## src/rtl/pace_controller_if.sv

```systemverilog
// rtl/pace_controller_if.sv - sense/enable inputs and pace/status outputs of the pacing controller
interface pace_controller_if #(
    parameter int PCNT_W = 16
);
    logic              sense_in;
    logic              enable;
    logic              pace_out;
    logic              sensed;
    logic              refractory;
    logic [PCNT_W-1:0] paced_cnt;

    modport master (
        output sense_in,
        output enable,
        input  pace_out,
        input  sensed,
        input  refractory,
        input  paced_cnt
    );

    modport slave (
        input  sense_in,
        input  enable,
        output pace_out,
        output sensed,
        output refractory,
        output paced_cnt
    );
endinterface

```

## src/rtl/pace_controller.sv

```systemverilog
// rtl/pace_controller.sv - demand (VVI-style) pacer with refractory window, rate hysteresis and pace counter
module pace_controller #(
    parameter int CNT_W   = 32,
    parameter int LRI     = 24_000_000,
    parameter int HRI     = 30_000_000,
    parameter int PULSE_W = 12_000,
    parameter int REFRACT = 6_000_000,
    parameter int PCNT_W  = 16
) (
    input  logic                clk,
    input  logic                rst,
    pace_controller_if.slave    bus
);
    localparam logic [1:0] IDLE    = 2'd0;
    localparam logic [1:0] ALERT   = 2'd1;
    localparam logic [1:0] PACE    = 2'd2;
    localparam logic [1:0] REFR    = 2'd3;

    localparam logic [CNT_W-1:0]  LRI_C      = CNT_W'(LRI);
    localparam logic [CNT_W-1:0]  HRI_C      = CNT_W'(HRI);
    localparam logic [CNT_W-1:0]  PULSE_LAST = CNT_W'(PULSE_W - 1);
    localparam logic [CNT_W-1:0]  REFR_LAST  = CNT_W'(REFRACT - 1);
    localparam logic [CNT_W-1:0]  ONE        = CNT_W'(1);
    localparam logic [CNT_W-1:0]  CNT_SAT    = '1;
    localparam logic [PCNT_W-1:0] PCNT_MAX   = '1;
    localparam logic [PCNT_W-1:0] PONE       = PCNT_W'(1);

    logic [1:0]        state_q, state_d;
    logic [CNT_W-1:0]  esc_q, esc_d;
    logic [CNT_W-1:0]  phase_q, phase_d;
    logic [CNT_W-1:0]  interval_q, interval_d;
    logic              sync1_q, sync1_d;
    logic              sync2_q, sync2_d;
    logic              prev_q, prev_d;
    logic              pace_out_q, pace_out_d;
    logic              sensed_q, sensed_d;
    logic              refractory_q, refractory_d;
    logic [PCNT_W-1:0] paced_cnt_q, paced_cnt_d;
    logic              sense_ev;

    always_comb begin
        // The edge detector runs in every state so a level held through refractory never fires later.
        sync1_d     = bus.sense_in;
        sync2_d     = sync1_q;
        prev_d      = sync2_q;
        sense_ev    = sync2_q & ~prev_q;

        state_d     = state_q;
        esc_d       = (esc_q == CNT_SAT) ? esc_q : esc_q + ONE;
        phase_d     = phase_q + ONE;
        interval_d  = interval_q;
        sensed_d    = 1'b0;
        paced_cnt_d = paced_cnt_q;

        case (state_q)
            IDLE: begin
                esc_d   = '0;
                phase_d = '0;
                if (bus.enable) begin
                    state_d    = ALERT;
                    interval_d = LRI_C;
                end
            end
            ALERT: begin
                phase_d = '0;
                if (sense_ev) begin
                    sensed_d   = 1'b1;
                    esc_d      = '0;
                    interval_d = HRI_C;
                    state_d    = REFR;
                end else if (esc_q >= interval_q - ONE) begin
                    esc_d      = '0;
                    interval_d = LRI_C;
                    state_d    = PACE;
                    if (paced_cnt_q != PCNT_MAX) begin
                        paced_cnt_d = paced_cnt_q + PONE;
                    end
                end
            end
            PACE: begin
                if (phase_q == PULSE_LAST) begin
                    state_d = REFR;
                    phase_d = '0;
                end
            end
            REFR: begin
                if (phase_q == REFR_LAST) begin
                    state_d = ALERT;
                end
            end
            default: state_d = IDLE;
        endcase

        if (!bus.enable) begin
            state_d     = IDLE;
            esc_d       = '0;
            phase_d     = '0;
            interval_d  = LRI_C;
            sensed_d    = 1'b0;
            paced_cnt_d = paced_cnt_q;
        end

        pace_out_d   = (state_d == PACE);
        refractory_d = (state_d == PACE) || (state_d == REFR);
    end

    always_ff @(posedge clk or posedge rst) begin
        if (rst) begin
            state_q      <= IDLE;
            esc_q        <= '0;
            phase_q      <= '0;
            interval_q   <= LRI_C;
            sync1_q      <= 1'b0;
            sync2_q      <= 1'b0;
            prev_q       <= 1'b0;
            pace_out_q   <= 1'b0;
            sensed_q     <= 1'b0;
            refractory_q <= 1'b0;
            paced_cnt_q  <= '0;
        end else begin
            state_q      <= state_d;
            esc_q        <= esc_d;
            phase_q      <= phase_d;
            interval_q   <= interval_d;
            sync1_q      <= sync1_d;
            sync2_q      <= sync2_d;
            prev_q       <= prev_d;
            pace_out_q   <= pace_out_d;
            sensed_q     <= sensed_d;
            refractory_q <= refractory_d;
            paced_cnt_q  <= paced_cnt_d;
        end
    end

    assign bus.pace_out   = pace_out_q;
    assign bus.sensed     = sensed_q;
    assign bus.refractory = refractory_q;
    assign bus.paced_cnt  = paced_cnt_q;
endmodule

```

## src/flat_wrapper.sv

```systemverilog
// flat-port wrapper written by rule: the top's interface ports become plain ports
module pace_controller_flat 
#(
    parameter int CNT_W   = 32,
    parameter int LRI     = 24_000_000,
    parameter int HRI     = 30_000_000,
    parameter int PULSE_W = 12_000,
    parameter int REFRACT = 6_000_000,
    parameter int PCNT_W  = 16
)
  (clk, rst, bus_sense_in, bus_enable, bus_pace_out, bus_sensed, bus_refractory, bus_paced_cnt);
  pace_controller_if #(.PCNT_W(PCNT_W)) bus_i ();
  input  logic clk;
  input  logic rst;
  input wire logic [$bits(bus_i.sense_in)-1:0] bus_sense_in;
  input wire logic [$bits(bus_i.enable)-1:0] bus_enable;
  output wire logic [$bits(bus_i.pace_out)-1:0] bus_pace_out;
  output wire logic [$bits(bus_i.sensed)-1:0] bus_sensed;
  output wire logic [$bits(bus_i.refractory)-1:0] bus_refractory;
  output wire logic [$bits(bus_i.paced_cnt)-1:0] bus_paced_cnt;
  assign bus_i.sense_in = bus_sense_in;
  assign bus_i.enable = bus_enable;
  assign bus_pace_out = bus_i.pace_out;
  assign bus_sensed = bus_i.sensed;
  assign bus_refractory = bus_i.refractory;
  assign bus_paced_cnt = bus_i.paced_cnt;
  pace_controller #(.CNT_W(CNT_W), .LRI(LRI), .HRI(HRI), .PULSE_W(PULSE_W), .REFRACT(REFRACT), .PCNT_W(PCNT_W)) u_core (.clk(clk), .rst(rst), .bus(bus_i));
endmodule
```

## config.mk

```make
export PLATFORM = sky130hd
export DESIGN_NAME = pace_controller_flat
export DESIGN_NICKNAME = d
export VERILOG_FILES = /design/src/rtl/pace_controller_if.sv /design/src/rtl/pace_controller.sv /design/src/flat_wrapper.sv
export SDC_FILE = /design/constraint.sdc
export NUM_CORES = 1
export LEC_CHECK = 0
export ABC_AREA = 1
export BUFFER_PORTS_ARGS = -buffer_cell sky130_fd_sc_hd__buf_2
export CAP_MARGIN = 0
export CORE_MARGIN = 2
export CORE_UTILIZATION = 45
export DETAILED_ROUTE_END_ITERATION = 12
export SLEW_MARGIN = 25
export SYNTH_ARGS = -nofsm -noshare
export SYNTH_HDL_FRONTEND = slang
export SYNTH_SLANG_ARGS = --single-unit
```

## constraint.sdc

```tcl
create_clock -name clk -period 4.1 [get_ports clk]
set_input_delay 0.82 -clock clk [delete_from_list [all_inputs] [get_ports clk]]
set_output_delay 0.82 -clock clk [all_outputs]
set_load 0.05 [all_outputs]
```

==> metrics <==
outcome=finished, final reports clean; Syn Area/Cell=between 7 and 8 µm²; Worst Hold Path EP=u_core.prev_d; Critical Path RT=4.38 ns; CTS tree=done; MaxCap Viol Count=0; post-route design area=6090 µm²; Iter 0 DRT Violations=between 300 and 400; hold depth=0; Yosys top cell by area=dfrtp_1; final net count=a little under 800; most common cell in the netlist=nand2_1; Most used DFF post-synth=dfrtp_1; # rows=40; clock buffer count from CTS=9; setup violators final=0; #FFs+latches synth=90; Worst EP arrival=approximately 2.8 ns; min Tclk post-route=2.49 ns; Residual DRC=0; commonest cells in the netlist=nand2_1, nor2_1, dfrtp_1, inv_1; Pins Over Slew Limit=0; Synth top area share=40.3%; Core ar.=between 10000 and 15000 µm²; DRT antenna net count=0; Pre-antenna DRT Iters=5; Seq pwr share=48.2%; Worst R2R End=u_core.esc_q[4]; sequential area share after synthesis=about two fifths; Initial Utilization=between 40% and 50%; Worst R2R Start=u_core.interval_q[21]; final WL=approximately 13 mm; top post-synthesis cells by area=dfrtp_1, nand2_1, nor2_1; Async S/R FF share, synth=100%; P_int=roughly 1.5 mW; critical path class=flip-flop to flip-flop; Synth Instances=about 730; total gr overflow=0; maximum achievable frequency=~0.4 GHz; syn_nets=between 700 and 800; clock share of power=~48%; dpl cell area=5770 µm²; Die Y=around 110 µm; Synth Cell Area=between 5000 and 6000 µm²; root buffer cell=clkbuf_16; setup_tns=0 ns; largest net degree at the start of global routing=37; sw frac=between 20% and 30%; first-pass GRT wire length=roughly 23 mm; Reg2Reg Depth=13; n_diodes=0; CTS max path bufs=2; Tcrit/Tclk final=slightly above 60%; CP endpoint kind=flip-flop; VDD IR max=around 0.24 mV; DP Wirelength=10.2 mm; WL/cell=14.8 µm; Clock H-tree levels=3; number of fillers in the final layout=around 1200; Port Buffers=22; Power Density=slightly above 300 nW/µm²; RSZ-0062 raised after global routing=false; Yosys cell types=slightly above 40; leakage=2.67 nW; min-delay src=u_core.sync1_q; EDFF count, synth=0; combinational share of power=approximately 3.6%; initial antenna violation count=0; # clock sinks=90; gr usage total=between 20% and 30%; die width=115 µm; Setup Fix Bufs, Post-CTS=0; sw power=0.410 mW; hold_buf cts=0; count of final hold-check violations=0; Clk Latency, worst-skew pair=between 0.3 and 0.4 ns; CTS clk-pin slew, worst paths=approximately 0.070 ns; Clock Skew=0.00870 ns; hold slack=about 0.35 ns; worst hold path class=flip-flop to flip-flop; Worst setup SP type=flip-flop; die area=roughly 13000 µm²; Final Wtd Congestion=0.894; IO Pins=23; post-route setup slack=roughly 1.6 ns; vias in the first global route=about 4600; Place WS=around 1.7 ns; Syn-to-layout area delta=10.1%; Syn. warnings=0; post-CTS sizing=0; relative slew slack=56.7%; vias after detailed routing=4733; Slew @ Worst Pin=roughly 0.65 ns; R2R setup slack=between 1.5 and 2 ns; Max FO, Critical Path=19; share of layout cells above drive strength 1=10.0%; Vias/cell=roughly 5.2
-- kinds of logic after synthesis --
family	Yosys count	synth area share (%)
flip-flops	90	40.7
XOR/XNOR	54	8.55
adder cells (fa/ha/maj)	15	3.39
AND/OR/NAND/NOR	429	34.8
AO/OA/AOI/OAI	51	5.75
buffers and inverters	90	6.74
-- worst max-delay path, cell delays in order, from the launching register on --
cell and delay, ns:
dfstp_2 0.54, inv_1 0.13, ha_1 0.35, nand2_1 0.07, nand2_1 0.05, nand2_1 0.07, inv_1 0.04, nor2_1 0.08
nand2_1 0.10, nand2_2 0.10, nand4_2 0.37, nand2_2 0.24, inv_4 0.12, nor2_1 0.13
-- final cells by class --
cell class	count	area (µm²)	share of cell area (%)
inverters	78	297	4.87
repair buffers	25	133	2.18
multi-input cells	549	2900	47.7
flip-flops and latches	90	2250	37.0
well taps	147	184	3.02
clock inverters	5	77.6	1.27
clock buffers	11	243	3.99
-- layer usage --
metal  share of wire [%]  GRT usage [%]  wire length, µm
met5                   0              0                0
met3                 2.6           3.80              348
met4                 2.0           7.71              274
met1                  47           28.6             6260
met2                  49           36.9             6540
-- metrics by stage --
step	cells	utilization (%)	total power [mW]
final	905	50.7	1.87
after global routing	905	50.7	1.94
after CTS	905	50.7	1.88
after detailed placement	889	48.0	0.988
after global placement	889	48.0	0.985
after floorplan	729	-	0.968
-- layout by cell type (no fill, tap or decap), types with 9 or more instances in the layout --
| cell type | netlist | layout |
|---|---|---|
| nor2_1 | 115 | 115 |
| xor2_1 | 34 | 34 |
| nand3_1 | 35 | 35 |
| nor3_1 | 35 | 35 |
| o21ai_0 | 10 | 10 |
| a22oi_1 | 12 | 12 |
| ha_1 | 15 | 15 |
| xnor2_1 | 20 | 20 |
| dfrtp_1 | 89 | 89 |
| clkbuf_16 | 0 | 9 |
| buf_2 | 5 | 22 |
| nand4_1 | 22 | 22 |
| inv_1 | 75 | 74 |
| a21oi_1 | 17 | 17 |
| nand2_1 | 184 | 184 |
-- worst max path at each step --
stage	startpoint	to	cells after the start
6_report	u_core.interval_q[21]	u_core.esc_q[4]	13
3_3_place_gp	u_core.interval_q[21]	u_core.esc_q[22]	13
3_5_place_dp	u_core.interval_q[21]	u_core.esc_q[4]	13
4_1_cts	u_core.interval_q[21]	u_core.esc_q[4]	13
2_1_floorplan	rst	u_core.bus.pace_out	1
5_1_grt	u_core.interval_q[21]	u_core.esc_q[4]	13
-- power groups by stage --
stage | Clock, mW | Sequential, mW | Combinational (mW)
finish | 0.899 | 0.901 | 0.0680
global route | 0.963 | 0.901 | 0.0796
CTS | 0.910 | 0.901 | 0.0710
detailed placement | 0 | 0.918 | 0.0703
global placement | 0 | 0.917 | 0.0683
floorplan | 0 | 0.920 | 0.0477
-- flip-flops by register name (all words and copies together) (netlist names) --
| signal | cells |
|---|---|
| u_core.bus.sensed | 1 |
| u_core.bus.refractory | 1 |
| u_core.bus.pace_out | 1 |
| u_core.state_q | 2 |
| u_core.sync1_q | 1 |
| u_core.prev_q | 1 |
| u_core.interval_q | 2 |
| u_core.bus.paced_cnt | 16 |
| u_core.prev_d | 1 |
| u_core.phase_q | 32 |
| u_core.esc_q | 32 |
(Power assumes the default switching activity.)
